### src/rtl/ravenoc_out_arbiter.sv
// Per-output-port wormhole switch allocator: round-robin among input ports,
// holding the grant from head flit to tail flit so packets never interleave.
module ravenoc_out_arbiter #(
    parameter int unsigned N_INPUTS = 5,
    parameter int unsigned CNT_W    = 16
) (
    input  logic                        clk,
    input  logic                        arst,
    input  logic [N_INPUTS-1:0]         req_i,
    input  logic [2*N_INPUTS-1:0]       flit_type_i,
    input  logic                        out_ready_i,
    output logic [N_INPUTS-1:0]         grant_o,
    output logic [$clog2(N_INPUTS)-1:0] sel_o,
    output logic                        out_valid_o,
    output logic                        busy_o,
    output logic                        err_o,
    output logic [CNT_W-1:0]            pkt_cnt_o
);

    localparam int unsigned SEL_W = $clog2(N_INPUTS);

    localparam logic [1:0] FT_HEAD      = 2'b00;
    localparam logic [1:0] FT_BODY      = 2'b01;
    localparam logic [1:0] FT_TAIL      = 2'b10;
    localparam logic [1:0] FT_HEAD_TAIL = 2'b11;

    typedef enum logic [1:0] {StIdle, StHold, StLocked} state_e;

    state_e             state_q, state_d;
    logic [SEL_W-1:0]   rr_ptr_q, rr_ptr_d;
    logic [SEL_W-1:0]   owner_q, owner_d;
    logic [CNT_W-1:0]   pkt_cnt_q, pkt_cnt_d;
    logic               err_q, err_d;

    logic [1:0]          ft [N_INPUTS];
    logic [N_INPUTS-1:0] eligible;
    logic [N_INPUTS-1:0] bad_req;
    logic [SEL_W-1:0]    winner;
    logic [SEL_W-1:0]    idx;
    logic                found;
    logic [SEL_W-1:0]    sel;
    logic                valid;
    logic                has_grant;
    logic [1:0]          cur_ft;
    logic                xfer;
    logic                done;
    logic [SEL_W-1:0]    next_ptr;

    function automatic logic [SEL_W-1:0] rr_idx(logic [SEL_W-1:0] base, int unsigned off);
        int unsigned sum;
        sum = 32'(base) + off;
        if (sum >= N_INPUTS) sum = sum - N_INPUTS;
        return SEL_W'(sum);
    endfunction

    always_comb begin
        for (int unsigned i = 0; i < N_INPUTS; i++) begin
            ft[i]       = flit_type_i[2*i +: 2];
            eligible[i] = req_i[i] & ((ft[i] == FT_HEAD) | (ft[i] == FT_HEAD_TAIL));
            bad_req[i]  = req_i[i] & ((ft[i] == FT_BODY) | (ft[i] == FT_TAIL));
        end
    end

    // First eligible input scanning upward from rr_ptr, with wrap.
    always_comb begin
        winner = '0;
        idx    = '0;
        found  = 1'b0;
        for (int unsigned k = 0; k < N_INPUTS; k++) begin
            idx = rr_idx(rr_ptr_q, k);
            if (!found && eligible[idx]) begin
                winner = idx;
                found  = 1'b1;
            end
        end
    end

    always_comb begin
        sel       = owner_q;
        valid     = 1'b0;
        has_grant = 1'b0;
        unique case (state_q)
            StIdle: begin
                sel       = winner;
                valid     = found;
                has_grant = found;
            end
            StHold: begin
                valid     = 1'b1;
                has_grant = 1'b1;
            end
            StLocked: begin
                valid     = req_i[owner_q];
                has_grant = 1'b1;
            end
            default: ;
        endcase
        cur_ft   = ft[sel];
        xfer     = valid & out_ready_i;
        next_ptr = (sel == SEL_W'(N_INPUTS - 1)) ? '0 : sel + SEL_W'(1);
    end

    always_comb begin
        state_d   = state_q;
        rr_ptr_d  = rr_ptr_q;
        owner_d   = owner_q;
        pkt_cnt_d = pkt_cnt_q;
        err_d     = err_q;
        done      = 1'b0;
        unique case (state_q)
            StIdle: begin
                if (|bad_req) err_d = 1'b1;
                if (found) begin
                    if (!xfer) begin
                        owner_d = winner;
                        state_d = StHold;
                    end else if (cur_ft == FT_HEAD_TAIL) begin
                        done = 1'b1;
                    end else begin
                        owner_d = winner;
                        state_d = StLocked;
                    end
                end
            end
            StHold: begin
                if (xfer) begin
                    if (cur_ft == FT_HEAD_TAIL) begin
                        done    = 1'b1;
                        state_d = StIdle;
                    end else begin
                        state_d = StLocked;
                    end
                end
            end
            StLocked: begin
                if (xfer) begin
                    if (cur_ft == FT_TAIL) begin
                        done    = 1'b1;
                        state_d = StIdle;
                    end else if (cur_ft != FT_BODY) begin
                        // A head inside a packet is a protocol error; it still moves as body.
                        err_d = 1'b1;
                    end
                end
            end
            default: state_d = StIdle;
        endcase
        if (done) begin
            rr_ptr_d  = next_ptr;
            pkt_cnt_d = pkt_cnt_q + CNT_W'(1);
        end
    end

    always_ff @(posedge clk or negedge arst) begin
        if (!arst) begin
            state_q   <= StIdle;
            rr_ptr_q  <= '0;
            owner_q   <= '0;
            pkt_cnt_q <= '0;
            err_q     <= 1'b0;
        end else begin
            state_q   <= state_d;
            rr_ptr_q  <= rr_ptr_d;
            owner_q   <= owner_d;
            pkt_cnt_q <= pkt_cnt_d;
            err_q     <= err_d;
        end
    end

    // Combinational outputs are forced low while reset is held.
    assign grant_o     = (arst && has_grant) ? (N_INPUTS'(1) << sel) : '0;
    assign sel_o       = (arst && has_grant) ? sel : '0;
    assign out_valid_o = arst & valid;
    assign busy_o      = (state_q != StIdle);
    assign err_o       = err_q;
    assign pkt_cnt_o   = pkt_cnt_q;

endmodule

### config.mk
export PLATFORM = sky130hd
export DESIGN_NAME = ravenoc_out_arbiter
export DESIGN_NICKNAME = d
export VERILOG_FILES = /design/src/rtl/ravenoc_out_arbiter.sv
export SDC_FILE = /design/constraint.sdc
export NUM_CORES = 1
export LEC_CHECK = 0
export ABC_AREA = 1
export ABC_CLOCK_PERIOD_IN_PS = 3820
export CORE_ASPECT_RATIO = 0.6
export CORE_MARGIN = 2
export CORE_UTILIZATION = 45
export CTS_CLUSTER_SIZE = 30
export DETAILED_ROUTE_END_ITERATION = 10
export PLACE_DENSITY = 0.79
export RECOVER_POWER = 100
export REMOVE_ABC_BUFFERS = 1
export SYNTH_ARGS = -nofsm -noshare
export SYNTH_HDL_FRONTEND = slang
export SYNTH_SLANG_ARGS = --single-unit
### constraint.sdc
create_clock -name clk -period 3.82 [get_ports clk]
set_input_delay 0.382 -clock clk [delete_from_list [all_inputs] [get_ports clk]]
set_output_delay 0.382 -clock clk [all_outputs]
set_load 0.02 [all_outputs]
==> impl_metrics.tcl, run 1 <==
set metrics [dict create \
    status "finished clean" \
    grt_pass1_vias 3064 \
    worst_pin_slew_ns 1.36 \
    antenna_found_initial 0 \
    crit_top_cell "nor2_1" \
    ys_ff_latch 25 \
    drc 0 \
    yosysWarnings 0 \
    cts_buffers 3 \
    cp_max_fo 5 \
    relSlewSlack 0.0947 \
    fin_crit_sh 0.948 \
    finalHoldViolations 0 \
    fp.dieH_um 68.1 \
    initial_utilization 0.464 \
    die_w_um 111 \
    cts_buffer_depth 2 \
    grtUsageTotal 0.242 \
    fill_cells 623 \
    required_ns 3.44 \
    crit_slowest_cell "fa_2" \
    fmax_mhz 276 \
    antennaDiodeCount 0 \
    synth_edf_count 0 \
    cts_hold_buf 0 \
    netlist_area_um2 3080 \
    clkTransAtPathRegs_ns 0.07 \
    post_synth_num_cell_types 40 \
    slowest_delay_ns 0.51 \
    port-buffer-count 44 \
    drv_cap 0 \
    area_growth_pct 28.7 \
    wire_per_inst_um 14.6 \
    overflow 0 \
    htreeDepth 1 \
    worstSetupStartpointType "flop" \
    gp_congestion 1.02 \
    drtPass1Iterations 4 \
    drt_iter0_drc 281 \
    crit_path_cell_trace "inv_2 > ha_1 > inv_1 > fa_2 > o21ai_0 > buf_4 > nor2_1 > nand3_1 > nand2_2 > nand3_2 > nor2_1 > nor2_4 > nand4_4 > nand2_4 > buf_4 > ha_1 > nand2_1 > nor2_1 > clkdlybuf4s15_1" \
    ant_nets 0 \
    hpwlAfterDp_um 7120 \
    via_per_inst 5.38 \
    synthArstFlopShare 1.00 \
    endpoint_kind "primary output" \
    hold_ws_ns 0.471 \
    crit_type "flop to primary output" \
    synth_ff_type "dfrtp_1" \
    drive_above_1_share 0.188 \
    drv_slew 0 \
    period_needed_ns 3.62 \
    cts_tree "done" \
    setup_viol 0 \
    final.setup_skew_ns 0.00239 \
    syn_avg_cell_area_um2 6.36 \
    syn-instance-count 485 \
    grt_pass1_wl_um 14600 \
    pin_count 45 \
    ys_seq_area_frac 0.203 \
    clkLatencyLatePin_ns 0.26 \
    wl_um 9350 \
    clockRootBuffer "clkbuf_16" \
    num_vias 3442 \
    core_um2 6650 \
    cp_data_arrival_time_ns 3.24 \
    grt_max_degree 26 \
    hold_path_class "flop to flop" \
    fp-row-count 23 \
    dieArea_um2 7550 \
    nets 591 \
    cts.sinks 25 \
]
[registers in the layout, indices dropped and copies added, names as in the netlist]
name       count
rr_ptr_q       3
err_o          1
state_q        2
owner_q        3
pkt_cnt_o     16
[cell usage after synthesis, types with 2 or more instances]
master	count	area, µm²
o21ai_0	12	60.1
buf_2	4	20.0
nand2_2	11	68.8
buf_6	4	45.0
inv_2	8	30.0
nor2_2	2	12.5
nand2_1	156	586
ha_1	18	225
inv_1	53	199
nand2_4	4	45.0
a21oi_1	6	30.0
xor2_1	9	78.8
xor2_2	2	32.5
nor2_4	2	22.5
nand3_2	4	40.0
nor2_1	36	135
o21ai_1	7	35.0
nand4_1	8	50.1
nand3b_1	3	22.5
nand4_4	2	42.5
a21o_1	2	15.0
nor3_1	6	30.0
o21ai_4	2	32.5
nand3_1	74	370
dfrtp_1	25	626
clkinv_1	2	7.51
o21bai_1	3	22.5
xnor2_1	8	70.1
[cell families after synthesis]
| kind of cell | count (synthesis) | synth area share |
|---|---|---|
| buffers and inverters | 72 | 0.100 |
| AND/OR/NAND/NOR | 311 | 0.474 |
| adder cells (fa/ha/maj) | 19 | 0.0795 |
| XOR/XNOR | 19 | 0.0588 |
| AO/OA/AOI/OAI | 39 | 0.0844 |
| flip-flops | 25 | 0.203 |
[critical path, delay by kind of cell, from the launching register on]
| family | cells | cell delay [ns] |
|---|---|---|
| buf+inv | 5 | 0.73 |
| flops | 1 | 0.41 |
| simple gates | 10 | 0.93 |
| fa+ha+maj | 3 | 0.82 |
| compound gates | 1 | 0.09 |
[metal layers]
metal | wire [µm] | GRT usage
met1 | 4390 | 0.335
met2 | 4020 | 0.381
met3 | 767 | 0.0576
met4 | 172 | 0.0703
met5 | 0 | 0
[repair_timing]
action,4_1_cts,5_1_grt
resized for setup,13,46
setup endpoints to repair,13,32
cloned,0,1
setup buffers,1,5
pin swaps,1,9
[final cells by class]
type | count | area, µm² | area share
Multi-Input combinational cell | 389 | 2270 | 0.572
Timing Repair Buffer | 72 | 647 | 0.163
Sequential cell | 25 | 626 | 0.158
Inverter | 63 | 236 | 0.0596
Tap cell | 87 | 109 | 0.0274
Clock buffer | 3 | 75.1 | 0.0189
Clock inverter | 1 | 5.00 | 0.00126
[placed cells by master, fill, tap and decap left out, types with 3 or more instances in the layout]
cell               n
xnor2_1            7
nand2_4            7
inv_2             11
xor2_1             9
o21ai_1            4
a21oi_1            5
dfrtp_1           25
o21ai_2            4
nor2_1            35
nor2_2             3
clkdlybuf4s50_1   17
o21bai_1           3
nand4_1            8
nand3_1           71
nand3_2            7
nand3b_1           3
nand2_2           16
dlygate4sd3_1     19
clkbuf_16          3
ha_1              15
nand2_1          148
clkbuf_2           6
o21ai_0           12
buf_4             25
inv_1             50
nor3_1             6
[through the flow]
| step | setup slack (ns) | std cells | setup TNS, ns | instance area, µm² | utilization |
|---|---|---|---|---|---|
| 2_1_floorplan | -0.122 | 476 | -2.06 | 3010 | - |
| 3_3_place_gp | 0.0654 | 629 | 0 | 3720 | 0.560 |
| 3_5_place_dp | -0.0212 | 629 | -0.0485 | 3720 | 0.560 |
| 4_1_cts | 0.0287 | 634 | 0 | 3810 | 0.573 |
| 5_1_grt | -0.0377 | 640 | -0.343 | 3970 | 0.597 |
| 6_report | 0.197 | 640 | 0 | 3970 | 0.597 |
[worst paths after layout]
| kind | startpoint | endpoint | slack (ns) | cells past startpoint |
|---|---|---|---|---|
| max | rr_ptr_q[0] | grant_o[2] | 0.20 | 19 |
| min | err_o | err_o | 0.47 | 2 |
| max reg2reg | rr_ptr_q[0] | pkt_cnt_o[5] | 0.21 | 24 |
| min reg2reg | err_o | err_o | 0.47 | 2 |
| max in group asynchronous | arst | rr_ptr_q[1] | 1.98 | 2 |
| min in group asynchronous | arst | owner_q[1] | 1.04 | 2 |
Power of run 1 is left out: the tool's default activity adds up to more than one toggle a clock period on the data nets, which glitch-free logic cannot reach.
==> inputs of run 2 (changes only) <==
--- a/config.mk
+++ b/config.mk
@@ -6,7 +6,7 @@
 export NUM_CORES = 1
 export LEC_CHECK = 0
 export ABC_AREA = 1
-export ABC_CLOCK_PERIOD_IN_PS = 3820
+export ABC_CLOCK_PERIOD_IN_PS = 3850
 export CORE_ASPECT_RATIO = 0.6
 export CORE_MARGIN = 2
 export CORE_UTILIZATION = 45
==> constraint.sdc (replaced) <==
create_clock -name clk -period 3.85 [get_ports clk]
set_input_delay 0.385 -clock clk [delete_from_list [all_inputs] [get_ports clk]]
set_output_delay 0.385 -clock clk [all_outputs]
set_load 0.02 [all_outputs]
==> impl_metrics.tcl, run 2 (synthesized netlist as in run 1, its figures left out) <==
set metrics [dict create \
    status "finished clean" \
    pin_count 45 \
    worst_pin_slew_ns 1.39 \
    path_buf_inv 6 \
    drt_iter0_drc 268 \
    cts_buffer_depth 2 \
    wire_per_inst_um 14.2 \
    port-buffer-count 44 \
    initial_utilization 0.464 \
    ff2ff_setup_slack_ns 0.21 \
    dpl_cell_area_um2 3700 \
    grt_pass1_vias 2919 \
    core_um2 6650 \
    gp_congestion 1.05 \
    nets 587 \
    finalHoldViolations 0 \
    via_per_inst 5.28 \
    relSlewSlack 0.0716 \
    hold_ws_ns 0.485 \
    largest_reg_flops 16 \
    cp_data_arrival_time_ns 3.78 \
    clkLatencyLatePin_ns 0.26 \
    antennaDiodeCount 0 \
    required_ns 3.98 \
    crit_top_cell "nand2_1" \
    clkTransAtPathRegs_ns 0.07 \
    drc 0 \
    cts_tree "done" \
    area_growth_pct 27.9 \
    drive_above_1_share 0.173 \
    grt_pass1_wl_um 14200 \
    slowest_delay_ns 0.40 \
    die_w_um 111 \
    fmax_mhz 275 \
    setup_viol 0 \
    antenna_found_initial 0 \
    crit_type "flop to flop" \
    drv_cap 0 \
    crit_slowest_cell "dfrtp_1" \
    worstSetupStartpointType "flop" \
    period_needed_ns 3.64 \
    fin_crit_sh 0.946 \
    finalNonFillerCells 636 \
    final_area_um2 3940 \
    grt_max_degree 26 \
    cts_buffers 3 \
    path_delay_family "simple AND/OR/NAND/NOR gates" \
    dp.cells 626 \
    final.setup_skew_ns 0.00110 \
    grtUsageTotal 0.231 \
    fp.dieH_um 68.1 \
    endpoint_kind "flop" \
    final_common_cell "nand2_1" \
    fp-row-count 23 \
    drv_slew 0 \
    drtPass1Iterations 5 \
    htreeDepth 1 \
    clockRootBuffer "clkbuf_16" \
    num_vias 3361 \
    cts.sinks 25 \
    hpwlAfterDp_um 6870 \
    layout_common_cells "nand2_1 (151), nand3_1 (71), inv_1 (50), nor2_1 (35), dfrtp_1 (25)" \
    wl_um 9010 \
    overflow 0 \
    ant_nets 0 \
    dieArea_um2 7550 \
    cp_max_fo 10 \
    hold_path_class "flop to flop" \
]
## run 2: changes by cell type in the layout (fill, tap and decap cells not counted), sizes merged
cell / delta
buf: -3
clkbuf: -3
clkdlybuf4s15: -1
clkinv: -1
clkinvlp: +1
dlygate4sd2: +3
## run 2: final cells by class
cell class                 instances  area, µm²
inverter                          63        239
multi-input combinational        389       2260
tap                               87        109
sequential                        25        626
fill                             615       2700
timing repair buffer              68        627
clock inverter                     1       7.51
clock buffer                       3       75.1
## run 2: per-layer routing
metal,share of wire,track usage,vias to the layer above,wire [µm]
li1,-,-,1692,-
met3,0.087,0.0523,12,785
met1,0.48,0.337,1528,4340
met5,0,0,-,0
met4,0.014,0.0453,0,124
met2,0.42,0.354,129,3760
## run 2: per-stage QoR
step           worst slack, ns   util  setup TNS [ns]
2_1_floorplan          -0.0921      -           -1.33
3_3_place_gp            0.0601  0.557               0
3_5_place_dp           -0.0294  0.557         -0.0294
4_1_cts                 0.0188  0.569               0
5_1_grt                -0.0759  0.593           -1.05
6_report                 0.207  0.593               0
## run 2: repair_timing
item / 4_1_cts / 5_1_grt
hold buffers: 0 / 0
setup buffers: 0 / 5
pin swaps: 0 / 11
gates cloned: 0 / 1
setup endpoints to repair: 8 / 33
gates resized for setup: 12 / 44
## run 2: final timing paths
kind / startpoint / end / cells past startpoint
min in group asynchronous: arst / state_q[1] / 2
hold reg to reg: err_o / err_o / 2
max in group asynchronous: arst / pkt_cnt_o[13] / 2
hold / removal: err_o / err_o / 2
setup reg to reg: rr_ptr_q[0] / rr_ptr_q[0] / 28
setup / recovery: rr_ptr_q[0] / rr_ptr_q[0] / 28
## run 2: worst min-delay path, stage by stage (launching register included)
cell and delay (ns):
dfrtp_1 0.34, inv_1 0.05, nand2_1 0.07
Power of run 2 is left out for the same reason.
